File: config.mk
export PLATFORM = sky130hd
export DESIGN_NAME = load_store_unit
export DESIGN_NICKNAME = d
export VERILOG_FILES = /design/src/rtl/load_store_unit.sv
export SDC_FILE = /design/constraint.sdc
export NUM_CORES = 1
export LEC_CHECK = 0
export ABC_AREA = 1
export BUFFER_PORTS_ARGS = -buffer_cell sky130_fd_sc_hd__clkbuf_2
export CAP_MARGIN = 30
export CELL_PAD_IN_SITES_DETAIL_PLACEMENT = 1
export CELL_PAD_IN_SITES_GLOBAL_PLACEMENT = 2
export CORE_MARGIN = 5
export CORE_UTILIZATION = 29
export DETAILED_ROUTE_END_ITERATION = 8
export HOLD_SLACK_MARGIN = 0.05
export PLACE_DENSITY = 0.91
export SYNTH_ARGS = -nofsm -noshare
export SYNTH_HDL_FRONTEND = slang
export SYNTH_SLANG_ARGS = --single-unit
File: constraint.sdc
create_clock -name clock_i -period 5.04 [get_ports clock_i]
set_input_delay 0.504 -clock clock_i [delete_from_list [all_inputs] [get_ports clock_i]]
set_output_delay 0.504 -clock clock_i [all_outputs]
set_load 0.03 [all_outputs]
File: src/rtl/load_store_unit.sv
// Memory-stage load/store unit: alignment check, store lane formatting, load extraction.
// Define LSU_STORE_TIMEOUT_EN to fault stores that see no completion within TIMEOUT_CYCLES.
module load_store_unit #(
    parameter int TIMEOUT_CYCLES = 16,
    parameter int ADDR_WIDTH     = 32
) (
    input  logic                  clock_i,
    input  logic                  reset_i,
    input  logic                  reqValid_i,
    output logic                  reqReady_o,
    input  logic                  reqIsStore_i,
    input  logic [2:0]            reqFunct3_i,
    input  logic [ADDR_WIDTH-1:0] reqAddress_i,
    input  logic [31:0]           reqStoreData_i,
    output logic                  respValid_o,
    output logic [31:0]           respData_o,
    output logic                  respMisaligned_o,
    output logic                  respTimeout_o,
    output logic [ADDR_WIDTH-1:0] memAddress_o,
    output logic [31:0]           memStoreData_o,
    output logic [3:0]            memByteEnable_o,
    output logic                  memStoreValid_o,
    input  logic [31:0]           memLoadData_i,
    input  logic                  memLoadDataValid_i,
    input  logic                  memStoreComplete_i
);

    typedef enum logic [1:0] {IDLE, LOAD, STORE, STORE_GAP} state_t;

    state_t                  state_q;
    logic                    reqReady_q;
    logic                    respValid_q;
    logic [31:0]             respData_q;
    logic                    respMisaligned_q;
    logic                    respTimeout_q;
    logic [ADDR_WIDTH-1:0]   memAddress_q;
    logic [31:0]             memStoreData_q;
    logic [3:0]              memByteEnable_q;
    logic                    memStoreValid_q;
    logic [1:0]              lane_q;
    logic [2:0]              funct3_q;

    logic                    req_fault_d;
    logic [3:0]              store_be_d;
    logic [31:0]             store_data_d;
    logic [31:0]             load_data_d;
    logic [7:0]              load_byte;
    logic [15:0]             load_half;
    logic                    timeout_hit;

    // Request decode: illegal funct3 for the direction, then natural alignment of the access size.
    always_comb begin
        req_fault_d = 1'b0;
        if (reqIsStore_i) begin
            if (reqFunct3_i[2] || (reqFunct3_i[1:0] == 2'd3)) begin
                req_fault_d = 1'b1;
            end
        end else begin
            if ((reqFunct3_i == 3'd3) || (reqFunct3_i[2:1] == 2'b11)) begin
                req_fault_d = 1'b1;
            end
        end
        case (reqFunct3_i[1:0])
            2'd1: begin
                if (reqAddress_i[0]) begin
                    req_fault_d = 1'b1;
                end
            end
            2'd2: begin
                if (reqAddress_i[1:0] != 2'b00) begin
                    req_fault_d = 1'b1;
                end
            end
            default: ;
        endcase
    end

    always_comb begin
        store_data_d = reqStoreData_i;
        store_be_d   = 4'b1111;
        case (reqFunct3_i[1:0])
            2'd0: begin
                store_data_d = {4{reqStoreData_i[7:0]}};
                store_be_d   = 4'b0001 << reqAddress_i[1:0];
            end
            2'd1: begin
                store_data_d = {2{reqStoreData_i[15:0]}};
                store_be_d   = reqAddress_i[1] ? 4'b1100 : 4'b0011;
            end
            default: ;
        endcase
    end

    always_comb begin
        case (lane_q)
            2'd0:    load_byte = memLoadData_i[7:0];
            2'd1:    load_byte = memLoadData_i[15:8];
            2'd2:    load_byte = memLoadData_i[23:16];
            default: load_byte = memLoadData_i[31:24];
        endcase
        load_half = lane_q[1] ? memLoadData_i[31:16] : memLoadData_i[15:0];
        case (funct3_q)
            3'd0:    load_data_d = {{24{load_byte[7]}}, load_byte};
            3'd4:    load_data_d = {24'd0, load_byte};
            3'd1:    load_data_d = {{16{load_half[15]}}, load_half};
            3'd5:    load_data_d = {16'd0, load_half};
            default: load_data_d = memLoadData_i;
        endcase
    end

`ifdef LSU_STORE_TIMEOUT_EN
    localparam int CNT_W = (TIMEOUT_CYCLES > 1) ? $clog2(TIMEOUT_CYCLES) : 1;
    logic [CNT_W-1:0] tmo_cnt_q;

    // Counts cycles already spent in STORE; zero on the first STORE cycle.
    always_ff @(posedge clock_i or posedge reset_i) begin
        if (reset_i) begin
            tmo_cnt_q <= '0;
        end else if (state_q == STORE) begin
            tmo_cnt_q <= tmo_cnt_q + CNT_W'(1);
        end else begin
            tmo_cnt_q <= '0;
        end
    end

    assign timeout_hit = (state_q == STORE) && (tmo_cnt_q == CNT_W'(TIMEOUT_CYCLES - 1));
`else
    assign timeout_hit = 1'b0;
`endif

    always_ff @(posedge clock_i or posedge reset_i) begin
        if (reset_i) begin
            state_q          <= IDLE;
            reqReady_q       <= 1'b1;
            respValid_q      <= 1'b0;
            respData_q       <= '0;
            respMisaligned_q <= 1'b0;
            respTimeout_q    <= 1'b0;
            memAddress_q     <= '0;
            memStoreData_q   <= '0;
            memByteEnable_q  <= '0;
            memStoreValid_q  <= 1'b0;
            lane_q           <= '0;
            funct3_q         <= '0;
        end else begin
            // Response fields are single-cycle pulses unless set below.
            respValid_q      <= 1'b0;
            respData_q       <= '0;
            respMisaligned_q <= 1'b0;
            respTimeout_q    <= 1'b0;
            case (state_q)
                IDLE: begin
                    if (reqValid_i) begin
                        if (req_fault_d) begin
                            respValid_q      <= 1'b1;
                            respMisaligned_q <= 1'b1;
                        end else begin
                            memAddress_q <= {reqAddress_i[ADDR_WIDTH-1:2], 2'b00};
                            lane_q       <= reqAddress_i[1:0];
                            funct3_q     <= reqFunct3_i;
                            reqReady_q   <= 1'b0;
                            if (reqIsStore_i) begin
                                state_q         <= STORE;
                                memStoreData_q  <= store_data_d;
                                memByteEnable_q <= store_be_d;
                                memStoreValid_q <= 1'b1;
                            end else begin
                                state_q <= LOAD;
                            end
                        end
                    end
                end
                LOAD: begin
                    if (memLoadDataValid_i) begin
                        state_q     <= IDLE;
                        reqReady_q  <= 1'b1;
                        respValid_q <= 1'b1;
                        respData_q  <= load_data_d;
                    end
                end
                STORE: begin
                    // Completion takes priority over a coincident timeout.
                    if (memStoreComplete_i || timeout_hit) begin
                        state_q         <= STORE_GAP;
                        memStoreValid_q <= 1'b0;
                        memByteEnable_q <= '0;
                        respValid_q     <= 1'b1;
                        respTimeout_q   <= !memStoreComplete_i;
                    end
                end
                default: begin
                    state_q    <= IDLE;
                    reqReady_q <= 1'b1;
                end
            endcase
        end
    end

    assign reqReady_o       = reqReady_q;
    assign respValid_o      = respValid_q;
    assign respData_o       = respData_q;
    assign respMisaligned_o = respMisaligned_q;
    assign respTimeout_o    = respTimeout_q;
    assign memAddress_o     = memAddress_q;
    assign memStoreData_o   = memStoreData_q;
    assign memByteEnable_o  = memByteEnable_q;
    assign memStoreValid_o  = memStoreValid_q;

endmodule

# --- Yosys cells after proc, flatten, opt, wreduce, memory -nomap -nowiden ---
# Index checks and enable logic that the tools add are counted.
word_totals:
  ram_bits: 0
  latchBits: 0
  register_bits: 110
  rom_bits: 0
  n_memories: 0
classes:
  n_reduce_logical: 14
  eq_ne: 17
  div_mod_pow: 0
  n_lt_le_gt_ge: 0
  bitwise_logic: 2
  muxes: 42
  addsub: 0
  mul: 0
  shifts: 1
ops:
  columns: ["op", "n"]
  rows:
  - ["$pmux W32 S4", 1]
  - ["$mux W32", 2]
  - ["$pmux W32 S2", 1]
  - ["$pmux W8 S3", 1]
  - ["$mux W4", 5]
  - ["$mux W1", 19]
  - ["$mux W16", 1]
  - ["$pmux W4 S2", 2]
  - ["$reduce_and A4 Y1", 3]
  - ["$eq A2 B2 Y1 const B", 5]
  - ["$mux W2", 5]
  - ["$ne A2 B2 Y1 const B", 5]
  - ["$eq A2 B1 Y1 const B", 3]
  - ["$eq A3 B3 Y1 const B", 2]
  - ["$logic_not A2 Y1", 3]
  - ["$pmux W1 S3", 2]
  - ["$pmux W2 S3", 1]
  - ["$reduce_and A5 Y1", 1]
  - ["$pmux W1 S2", 2]
  - ["$reduce_bool A2 Y1", 2]
  - ["$shl A1 B2 Y4 const A", 1]
  - ["$eq A3 B1 Y1 const B", 1]
  - ["$eq A3 B2 Y1 const B", 1]
  - ["$logic_not A3 Y1", 1]
  - ["4 further kinds", 6]

# --- Logic depth before layout (Yosys ltp) ---
# Gate-level depths: netlist (run 1).
logic_depth:
  depth_word: 9
  ltp_mapped: 11

# --- Worst setup path after synthesis (run 1) ---
# OpenSTA, ideal clock, no wires.
synth_path:
  kind: "input to register"
  from: "input port reqFunct3_i[1]"
  to: "register memStoreData_q[0], in the netlist memStoreData_o[0]"
  arrival_time_ps: 1557
  n_path_buf: 1
  setup_time_ps: 118
  stages: 9
  setup_slack_ps: 3366
  path_cell_list: "inv_1 ha_1 nand2_1 nand2_4 inv_1 nand3b_1 buf_2 nand2_1 nand2_1"
synth_via:
  elab_chain_cells: 8
synth_lines:
  columns: ["element", "line_no", "rtl"]
  rows:
  - ["start: declaration", "12", "input logic [2:0] reqFunct3_i,"]
  - ["$eq A3 B2 Y1, or another cell as far along", "59", "if ((reqFunct3_i == 3'd3) || (reqFunct3_i[2:1] == 2'b11)) begin"]
  - ["$logic_or A1 B1 Y1, on equally long branches", "59, 55", null]
  - ["$mux W1, on equally long branches", "59, 55", null]
  - ["$mux W1", "54", "if (reqIsStore_i) begin"]
  - ["$mux W1, on equally long branches", "70, 65", null]
  - ["$pmux W1 S2 (*)", "63", "case (reqFunct3_i[1:0])"]
  - ["$not A1 Y1 (no source line) (*)", null, null]
  - ["$reduce_and A4 Y1 (no source line) (*)", null, null]
  - ["end signal: assignment", "164", "memStoreData_q <= store_data_d;"]
  - ["end: declaration", "37", "logic [31:0] memStoreData_q;"]
# Every way passes the cells marked *; elsewhere a longest branch is shown, timed or not.
# A chain may end at the register's enable or synchronous reset.

# --- Final worst setup path (run 1) ---
layout_path:
  from: "input port reqFunct3_i[1]"
  to: "register memStoreData_q[6], in the netlist memStoreData_o[6]"
# Same word-level chain as after synthesis.

==> results of run 1 <==
## metrics by stage
step                      std cells  hold slack (ns)  power [W]  utilization
final                          1046            0.302    0.00407        0.383
after global routing           1046            0.366    0.00437        0.383
after CTS                      1046            0.332    0.00414        0.383
after detailed placement       1030            0.463    0.00332        0.364
after global placement         1030            0.458    0.00328        0.364
after floorplan                 625            0.521    0.00271            -
## cell usage after synthesis (all sizes together)
cell type,instances
dfstp,1
nand2,209
nand4,2
o22ai,7
o21ai,89
nand3b,1
dfrtp,108
nor3,1
conb,1
a21oi,16
a31oi,1
ha,4
inv,76
nor2,57
clkinv,1
clkbuf,15
a211oi,1
buf,13
nand3,16
or2,1
a21boi,3
## state kept, by name, summed over array words and instances, names as in the netlist, 2 cells and up
name             flops
memByteEnable_o      4
memStoreData_o      32
state_q              2
lane_q               2
memAddress_o        30
funct3_q             3
respData_o          32
## kinds of logic after synthesis
kind of cell             Yosys count  share of synthesized area
AND/OR/NAND/NOR                  287                      0.248
AO/OA/AOI/OAI                    117                      0.119
flip-flops                       109                      0.533
buffers and inverters            105                     0.0885
adder cells (fa/ha/maj)            4                    0.00978
other                              1                   0.000733
## worst max-delay path, stage by stage
cell and delay (ns):
sky130_fd_sc_hd__clkbuf_2 0.24, sky130_fd_sc_hd__inv_1 0.18, sky130_fd_sc_hd__ha_1 0.30, sky130_fd_sc_hd__nand2_1 0.16, sky130_fd_sc_hd__nand3_4 0.56, sky130_fd_sc_hd__nor2_4 0.57, sky130_fd_sc_hd__nand2_1 0.10, sky130_fd_sc_hd__nand2_1 0.09
## layout make-up
cell class	count	area [sq um]	area share
Timing Repair Buffer	208	1050	0.158
Clock buffer	13	260	0.0393
Multi-Input combinational cell	411	1940	0.293
Sequential cell	109	2730	0.412
Clock inverter	3	67.6	0.0102
Inverter	77	299	0.0451
Tap cell	225	282	0.0425
## layer usage
layer / global-route usage / routed length (um)
met5: 0 / 20
met4: 0.0550 / 255
met3: 0.0479 / 1310
met1: 0.224 / 7480
met2: 0.257 / 7420
## power groups by stage
stage                     sequential, W  clock [W]  combinational [W]
after global routing            0.00151   0.000852            0.00201
after global placement          0.00146          0            0.00182
after floorplan                 0.00201          0           0.000698
after CTS                       0.00146   0.000820            0.00186
after detailed placement        0.00147          0            0.00185
final                           0.00146   0.000788            0.00183
## path summary, 6_finish.rpt
| path | startpoint | end | slack, ns | depth (start not counted) |
|---|---|---|---|---|
| max | reqFunct3_i[1] | memStoreData_o[6]$_DFFE_PP0P_ | 2.60 | 8 |
| min | reset_i | respData_o[20]$_DFF_PP0_ | 0.30 | 2 |
| max reg2reg | state_q[0]$_DFFE_PP0P_ | memStoreData_o[6]$_DFFE_PP0P_ | 2.82 | 7 |
| min reg2reg | memStoreData_o[30]$_DFFE_PP0P_ | memStoreData_o[30]$_DFFE_PP0P_ | 0.48 | 2 |
| max in group asynchronous | reset_i | memStoreData_o[16]$_DFFE_PP0P_ | 3.62 | 3 |
| min in group clock_i | reqAddress_i[18] | memAddress_o[18]$_DFFE_PP0P_ | 0.36 | 3 |
==> out/metrics.cfg, run 1 <==
[sta]
slew_viol_final=0
period_needed_ns=2.44
fin_tns_setup_ns=0
final_hold_viol_count=0
timing.fmax_ghz=0.411
relSlewSlack=0.469
setup-violations-final=0
unrepaired_setup_endpoints_after_global_routing=false
tightest_slew_ns=0.797
finalCritPeriodShare=0.483
fin_skew_ns=0.00476
timing.final.ws_setup_ns=2.60

[logic_synthesis]
synth_top_cells_by_area=sky130_fd_sc_hd__dfrtp_1 (53%), sky130_fd_sc_hd__nand2_1 (15%), sky130_fd_sc_hd__o21ai_0 (6.7%)
synth_seq_cells=109
synthesis.area_sq_um=5120
synth_largest_type_area_fraction=0.528
synth.yosys.seq_area_share=0.533
synthesis.area_per_instance_sq_um=8.21
synth.distinct_cells=36
syn-instance-count=623
synth_top_cell_by_area=sky130_fd_sc_hd__dfrtp_1
yosys_warnings=0

[detailed_routing]
detail-route-antenna-nets=0
drt_iter0_drc=146
avg_wl_per_cell_um=15.8
drtPass1Iterations=4
drc_violation_count_after_routing=0
vias_per_cell=4.47
detail_route.wirelength_mm=16.5
detailroute.via_count=4677

[power]
pwr-share-comb=0.449
power.ir.vdd_worst_uv=295
pwr-share-seq=0.358
power_frac_clock=0.194
power_per_cell_area_nw_per_um2=614
sw_frac_of_total=0.468
power_leakage_nw=3.82
switchingPower_w=0.00191
internal_power_w=0.00216

[floorplanning]
die_height_um=143
core-area_sq_um=17300
fp-row-count=48
die-area_sq_um=20400
floorplan.initialDensity=0.296
die_x_um=143
ios=210

[cells_and_area]
area_delta_synth_final_pct=29.5
finalInstanceArea_sq_um=6630
design.final.nets=925
mostFrequentLayoutCell=sky130_fd_sc_hd__clkbuf_2
n_antenna_cell=0
num-fill-cells=2169
drive_gt1_frac=0.314
most_frequent_cells_in_the_layout=sky130_fd_sc_hd__clkbuf_2 (206), sky130_fd_sc_hd__nand2_1 (201), sky130_fd_sc_hd__dfrtp_1 (108), sky130_fd_sc_hd__inv_1 (71), sky130_fd_sc_hd__o21ai_0 (69)

[cts]
clock_path_buffers=2
clk_transition_reported_paths_ns=0.07
clkLatencyLatePin_ns=0.35
cts_tree=built
cts_hold_buffers=0
postCtsSetupRepairBufs=0
cts_made_buffers=9
clock_tree.htree_level_count=3
clockRootBuffer=sky130_fd_sc_hd__clkbuf_16
cts_repair_resize_count=0
cts_num_sinks=109

[placed_design]
post_dp_cell_area_sq_um=6300
post-place-ws_ns=2.18
detailed_place_hpwl_mm=12.5
placement.io_buffers=206
routabilityCongestion=0.807

[critical_path]
startpoint_type=input port
critPathKind=in -> reg
worstPathMaxFanout=72
critical_path_required_ns=5.33
sort_of_element_at_the_end_of_the_critical_path=flop
worst-endpoint-arrival_ns=2.73

[global_routing]
grt_first_pass_wirelength_mm=26.6
antenna_found_initial=1
gr-usage-all-layers=0.166
grt_pass1_vias=5001
pin_count_of_the_biggest_net_entering_global_routing=73
overflow=0

[outcome]
outcome=completed

[run]
cap_violations=0

[worst_hold_path]
timing.hold.worst.class=in -> async

Note: power is estimated with default switching activity, not from simulation.
==> run 2: changes to the inputs <==
--- a/config.mk
+++ b/config.mk
@@ -11,10 +11,10 @@
 export CELL_PAD_IN_SITES_DETAIL_PLACEMENT = 1
 export CELL_PAD_IN_SITES_GLOBAL_PLACEMENT = 2
 export CORE_MARGIN = 5
-export CORE_UTILIZATION = 29
+export CORE_UTILIZATION = 26
 export DETAILED_ROUTE_END_ITERATION = 8
 export HOLD_SLACK_MARGIN = 0.05
-export PLACE_DENSITY = 0.91
+export PLACE_DENSITY = 0.84
 export SYNTH_ARGS = -nofsm -noshare
 export SYNTH_HDL_FRONTEND = slang
 export SYNTH_SLANG_ARGS = --single-unit
==> constraint.sdc (replaced) <==
create_clock -name clock_i -period 2.45 [get_ports clock_i]
set_input_delay 0.245 -clock clock_i [delete_from_list [all_inputs] [get_ports clock_i]]
set_output_delay 0.245 -clock clock_i [all_outputs]
set_load 0.03 [all_outputs]
==> run 2 against run 1 <==
  * Utilization decreased by 3.7 points
  * Flip-flop and latch count unchanged
  * First-iteration DRC count decreased by 22%
  * Critical path depth increased by 1
  * Clock skew increased by 0.0074 ns
  * Cell count increased by 4.3%
  * Non-clock buffer count increased by 5
  * Global-route usage decreased by 1.8 points
  * Design area increased by 1.2%
  * Critical path type is now reg -> reg
  * Highest routed layer unchanged
==> out/metrics.cfg, run 2 (synthesized netlist as in run 1, its figures left out) <==
[global_routing]
grt_first_pass_wirelength_mm=26.4
pin_count_of_the_biggest_net_entering_global_routing=62
grt_pass1_vias=4985
antenna_found_initial=1
overflow=0
gr-usage-all-layers=0.148

[cts]
clock_path_buffers=2
cts_tree=built
clk_transition_reported_paths_ns=0.09
cts_made_buffers=9
clockRootBuffer=sky130_fd_sc_hd__clkbuf_16
clock_tree.htree_level_count=3
cts_repair_resize_count=0
cts_num_sinks=109
clkLatencyLatePin_ns=0.36

[outcome]
outcome=completed

[floorplanning]
die-area_sq_um=22600
die_height_um=150
core-area_sq_um=19400
floorplan.initialDensity=0.264
fp-row-count=51
die_x_um=150
ios=210

[power]
power_frac_clock=0.188
power_per_cell_area_nw_per_um2=1230
pwr-share-seq=0.352
tot_pwr_w=0.00827
power_leakage_nw=3.83
power.ir.vdd_worst_uv=497
sw_frac_of_total=0.477
switchingPower_w=0.00395
pwr-share-comb=0.460
internal_power_w=0.00432

[critical_path]
r2r_start=funct3_q[1]$_DFFE_PP0P_
path_cells=inv_8 > nand2_4 > nor2_4 > nand2_2 > nand2_2 > nand2_4 > nand3_4 > nand2_4 > nor2_1
cpPeakStageDelay_ns=0.68
startpoint_type=flop
timing.critical_path.from=funct3_q[1]$_DFFE_PP0P_
worstPathMaxFanout=36
sort_of_element_at_the_end_of_the_critical_path=flop
worst-endpoint-arrival_ns=2.14
critPathMostFrequentCell=sky130_fd_sc_hd__nand2_4
critPathKind=reg -> reg
cp_max_stage_cell=sky130_fd_sc_hd__dfrtp_1
critical_path_required_ns=2.68

[detailed_routing]
drtPass1Iterations=4
drt_iter0_drc=114
detail-route-antenna-nets=0
avg_wl_per_cell_um=15.1
drc_violation_count_after_routing=0
detail_route.wirelength_mm=16.5
vias_per_cell=4.30
detailroute.via_count=4694

[placed_design]
placement.io_buffers=206
routabilityCongestion=0.781
dp.cells=1074
post_dp_cell_area_sq_um=6390
detailed_place_hpwl_mm=12.7

[cells_and_area]
most_frequent_cells_in_the_layout=sky130_fd_sc_hd__clkbuf_2 (206), sky130_fd_sc_hd__nand2_1 (201), sky130_fd_sc_hd__dfrtp_1 (108), sky130_fd_sc_hd__inv_1 (71), sky130_fd_sc_hd__o21ai_0 (69)
n_antenna_cell=0
finalInstanceArea_sq_um=6710
drive_gt1_frac=0.320
area_delta_synth_final_pct=31.1
mostFrequentLayoutCell=sky130_fd_sc_hd__clkbuf_2
layoutNonFillerInstCount=1091
design.final.nets=930

[sta]
period_needed_ns=1.91
relSlewSlack=0.566
finalCritPeriodShare=0.778
setup-violations-final=0
slew_viol_final=0
final_hold_viol_count=0
tightest_slew_ns=0.649
finalHoldWorstSlack_ns=0.0889
fin_skew_ns=0.0122
timing.fmax_ghz=0.525
unrepaired_setup_endpoints_after_global_routing=false
fin_tns_setup_ns=0

[run]
cap_violations=0

[worst_hold_path]
timing.hold.worst.class=in -> reg
hold_path.startpoint=reqAddress_i[22]

-- run 2: power by group through the flow --
stage / combinational [W] / clock, W / sequential (W)
2_1_floorplan: 0.00144 / 0 / 0.00413
3_3_place_gp: 0.00382 / 0 / 0.00295
3_5_place_dp: 0.00389 / 0 / 0.00295
4_1_cts: 0.00389 / 0.00161 / 0.00292
5_1_grt: 0.00420 / 0.00169 / 0.00301
6_report: 0.00381 / 0.00155 / 0.00291
-- run 2: critical path, delay by kind of cell, from the launching register on --
family,cells,cell delay (ns)
flip-flops,1,0.68
AND/OR/NAND/NOR,8,0.91
buffers and inverters,1,0.19
-- run 2: area by class of cell --
type	instances	area (sq um)
clock buffer	9	225
clock inverter	7	80.1
fill	2463	12700
inverter	77	300
multi-input combinational	411	1940
sequential	109	2730
tap	265	332
timing repair buffer	213	1100
-- run 2: path summary, 6_finish.rpt --
kind / endpoint / slack [ns] / cells past startpoint
worst max-delay path: respData_o[31]$_DFF_PP0_ / 0.54 / 9
worst min-delay path: memAddress_o[22]$_DFFE_PP0P_ / 0.09 / 3
worst max register to register: respData_o[31]$_DFF_PP0_ / 0.54 / 9
worst min register to register: memStoreData_o[27]$_DFFE_PP0P_ / 0.47 / 2
max in group asynchronous: reqReady_o$_DFFE_PP1P_ / 1.43 / 4
min in group asynchronous: memAddress_o[28]$_DFFE_PP0P_ / 0.36 / 3
-- run 2: layer usage --
metal / part of all wire / GRT usage
met4: 0.010 / 0.0329
met3: 0.10 / 0.0689
met1: 0.44 / 0.185
met2: 0.45 / 0.235
met5: 0.00067 / 0
-- run 2: metrics by stage --
step,utilization,worst slack [ns]
detailed placement,0.329,0.273
floorplan,-,0.890
finish,0.346,0.544
global placement,0.329,0.369
global route,0.346,0.390
CTS,0.346,0.505
-- run 2: timing repair --
action,4_1_cts,5_1_grt
hold buffers,1,0
buffers inserted,0,0
hold endpoints to repair,8,0
==> run 3: changes to the inputs <==
--- a/config.mk
+++ b/config.mk
@@ -11,10 +11,10 @@
 export CELL_PAD_IN_SITES_DETAIL_PLACEMENT = 1
 export CELL_PAD_IN_SITES_GLOBAL_PLACEMENT = 2
 export CORE_MARGIN = 5
-export CORE_UTILIZATION = 26
+export CORE_UTILIZATION = 24
 export DETAILED_ROUTE_END_ITERATION = 8
 export HOLD_SLACK_MARGIN = 0.05
-export PLACE_DENSITY = 0.84
+export PLACE_DENSITY = 0.81
 export SYNTH_ARGS = -nofsm -noshare
 export SYNTH_HDL_FRONTEND = slang
 export SYNTH_SLANG_ARGS = --single-unit
==> constraint.sdc (replaced) <==
create_clock -name clock_i -period 1.7 [get_ports clock_i]
set_input_delay 0.17 -clock clock_i [delete_from_list [all_inputs] [get_ports clock_i]]
set_output_delay 0.17 -clock clock_i [all_outputs]
set_load 0.03 [all_outputs]
==> run 3 against run 2 <==
  * Non-clock buffer count rose by 47
  * Flip-flop and latch count stayed put
  * Sequential power grew 44%
  * Via count is 3.6% higher
==> out/metrics.cfg, run 3 (synthesized netlist as in run 1, its figures left out) <==
[critical_path]
r2r_setup_slack_ns=0.16
r2r_path_end=respData_o[31]$_DFF_PP0_
sort_of_element_at_the_end_of_the_critical_path=flop
startpoint_type=flop
critical_path_required_ns=1.93
worst-endpoint-arrival_ns=1.77
worstPathMaxFanout=16
critPathKind=reg -> reg
reg2reg_depth=9
r2r_start=lane_q[1]$_DFFE_PP0P_

[global_routing]
grt_pass1_vias=5385
gr-usage-all-layers=0.142
global_route.usage.met3=0.0607
grt_busiest_layer=met2
pin_count_of_the_biggest_net_entering_global_routing=71
grt_util_met2=0.233
overflow=0
antenna_found_initial=0
grt_first_pass_wirelength_mm=27.8
grt_util_met1=0.174

[outcome]
outcome=completed

[detailed_routing]
drt_iter0_drc=179
detailroute.via_count=4863
drtPass1Iterations=4
detail_route.wirelength_mm=17.1
vias_per_cell=4.24
drc_violation_count_after_routing=0
avg_wl_per_cell_um=14.9
detail-route-antenna-nets=0

[power]
switchingPower_w=0.00566
sw_frac_of_total=0.470
pwr-share-comb=0.476
power_frac_clock=0.176
power_leakage_nw=4.06
power_per_cell_area_nw_per_um2=1670
pwr-share-seq=0.348
power.ir.vdd_worst_uv=697
internal_power_w=0.00639

[placed_design]
placement.io_buffers=206
routabilityCongestion=0.785
dp.cells=1097
detailed_place_hpwl_mm=13.0

[worst_hold_path]
min_delay_path_depth=3
min_to=memAddress_o[10]$_DFFE_PP0P_
hold_path.startpoint=reqAddress_i[10]
timing.hold.worst.class=in -> reg

[sta]
slew_viol_final=0
period_needed_ns=1.54
unrepaired_setup_endpoints_after_global_routing=false
fin_tns_setup_ns=0
final_hold_viol_count=0
fin_skew_ns=0.0132
timing.fmax_ghz=0.649
finalCritPeriodShare=0.907
setup-violations-final=0

[cts]
clk_transition_reported_paths_ns=0.07
cts_tree=built
cts_made_buffers=9
clock_path_buffers=2
cts_num_sinks=109
clkLatencyLatePin_ns=0.35
clockRootBuffer=sky130_fd_sc_hd__clkbuf_16
clock_tree.htree_level_count=3
cts_repair_resize_count=0

[cells_and_area]
most_frequent_cells_in_the_layout=sky130_fd_sc_hd__clkbuf_2 (206), sky130_fd_sc_hd__nand2_1 (201), sky130_fd_sc_hd__dfrtp_1 (108), sky130_fd_sc_hd__inv_1 (71), sky130_fd_sc_hd__o21ai_0 (69)
area_delta_synth_final_pct=41.1
mostFrequentLayoutCell=sky130_fd_sc_hd__clkbuf_2
drive_gt1_frac=0.315
n_antenna_cell=0
layoutNonFillerInstCount=1148
design.final.nets=977
num-fill-cells=2618

[floorplanning]
die-area_sq_um=24300
fp-row-count=53
ios=210
die_x_um=156
floorplan.initialDensity=0.243
die_height_um=156
core-area_sq_um=21000

[run]
cap_violations=0

-- run 3: cell types whose count changed in the layout (fill, tap and decap cells not counted), sizes merged --
cell         before  now
dlygate4sd3       1   35
buf               6   19
inv              79   76
clkbuf          215  217
clkinv            1    2
-- run 3: layer usage --
| layer | wire [um] | share of wire | vias to the layer above |
|---|---|---|---|
| li1 | - | - | 2414 |
| met1 | 7250 | 0.43 | 2268 |
| met2 | 7870 | 0.46 | 168 |
| met3 | 1760 | 0.10 | 13 |
| met4 | 172 | 0.010 | 0 |
| met5 | 0 | 0 | - |
-- run 3: worst max-delay path by stage --
stage | from | end | slack (ns) | cells after the start
floorplan | reset_i | funct3_q[0]$_DFFE_PP0P_ | 0.22 | 1
global placement | reqFunct3_i[1] | memStoreValid_o$_DFFE_PP0P_ | 0.1 | 9
finish | lane_q[1]$_DFFE_PP0P_ | respData_o[31]$_DFF_PP0_ | 0.16 | 9
CTS | lane_q[1]$_DFFE_PP0P_ | respData_o[31]$_DFF_PP0_ | 0.13 | 9
detailed placement | reqFunct3_i[1] | memByteEnable_o[1]$_DFFE_PP0P_ | 0.07 | 9
global route | funct3_q[0]$_DFFE_PP0P_ | respData_o[6]$_DFF_PP0_ | 0.005 | 8
-- run 3: power by group through the flow --
stage | combinational (W) | clock (W) | sequential [W]
6_report | 0.00573 | 0.00212 | 0.00420
2_1_floorplan | 0.00207 | 0 | 0.00596
3_5_place_dp | 0.00577 | 0 | 0.00424
5_1_grt | 0.00636 | 0.00232 | 0.00434
4_1_cts | 0.00584 | 0.00224 | 0.00422
3_3_place_gp | 0.00567 | 0 | 0.00423
-- run 3: critical path: stages (launching register included) --
cell and delay, ns:
sky130_fd_sc_hd__dfrtp_1 0.44, sky130_fd_sc_hd__buf_4 0.20, sky130_fd_sc_hd__nand2_1 0.09, sky130_fd_sc_hd__nand2_1 0.08
sky130_fd_sc_hd__nand2_2 0.09, sky130_fd_sc_hd__nand2_2 0.06, sky130_fd_sc_hd__nand2_4 0.07, sky130_fd_sc_hd__nand3_4 0.07
sky130_fd_sc_hd__nand2_4 0.26, sky130_fd_sc_hd__nor2_1 0.08
-- run 3: final cells by class --
class	count	area (sq um)	share of cell area
clock buffers	11	233	0.0322
clock inverters	5	58.8	0.00815
inverters	77	300	0.0416
multi-input cells	411	1940	0.269
flip-flops and latches	109	2730	0.378
well taps	275	344	0.0477
repair buffers	260	1610	0.223
-- run 3: what timing repair did --
action	in CTS	in global routing
hold buffers	35	0
buffers inserted	0	0
endpoints found under the hold margin	142	0
-- run 3: per-stage QoR --
stage	instance area (sq um)	worst slack, ns	total power (W)	hold slack (ns)	util
after floorplan	5130	0.215	0.00803	0.287	-
after global placement	6580	0.0958	0.00989	0.294	0.313
after detailed placement	6580	0.0690	0.0100	0.295	0.313
after CTS	7220	0.134	0.0123	0.0580	0.343
after global routing	7220	0.00548	0.0130	0.0751	0.343
final	7220	0.158	0.0121	0.0684	0.343
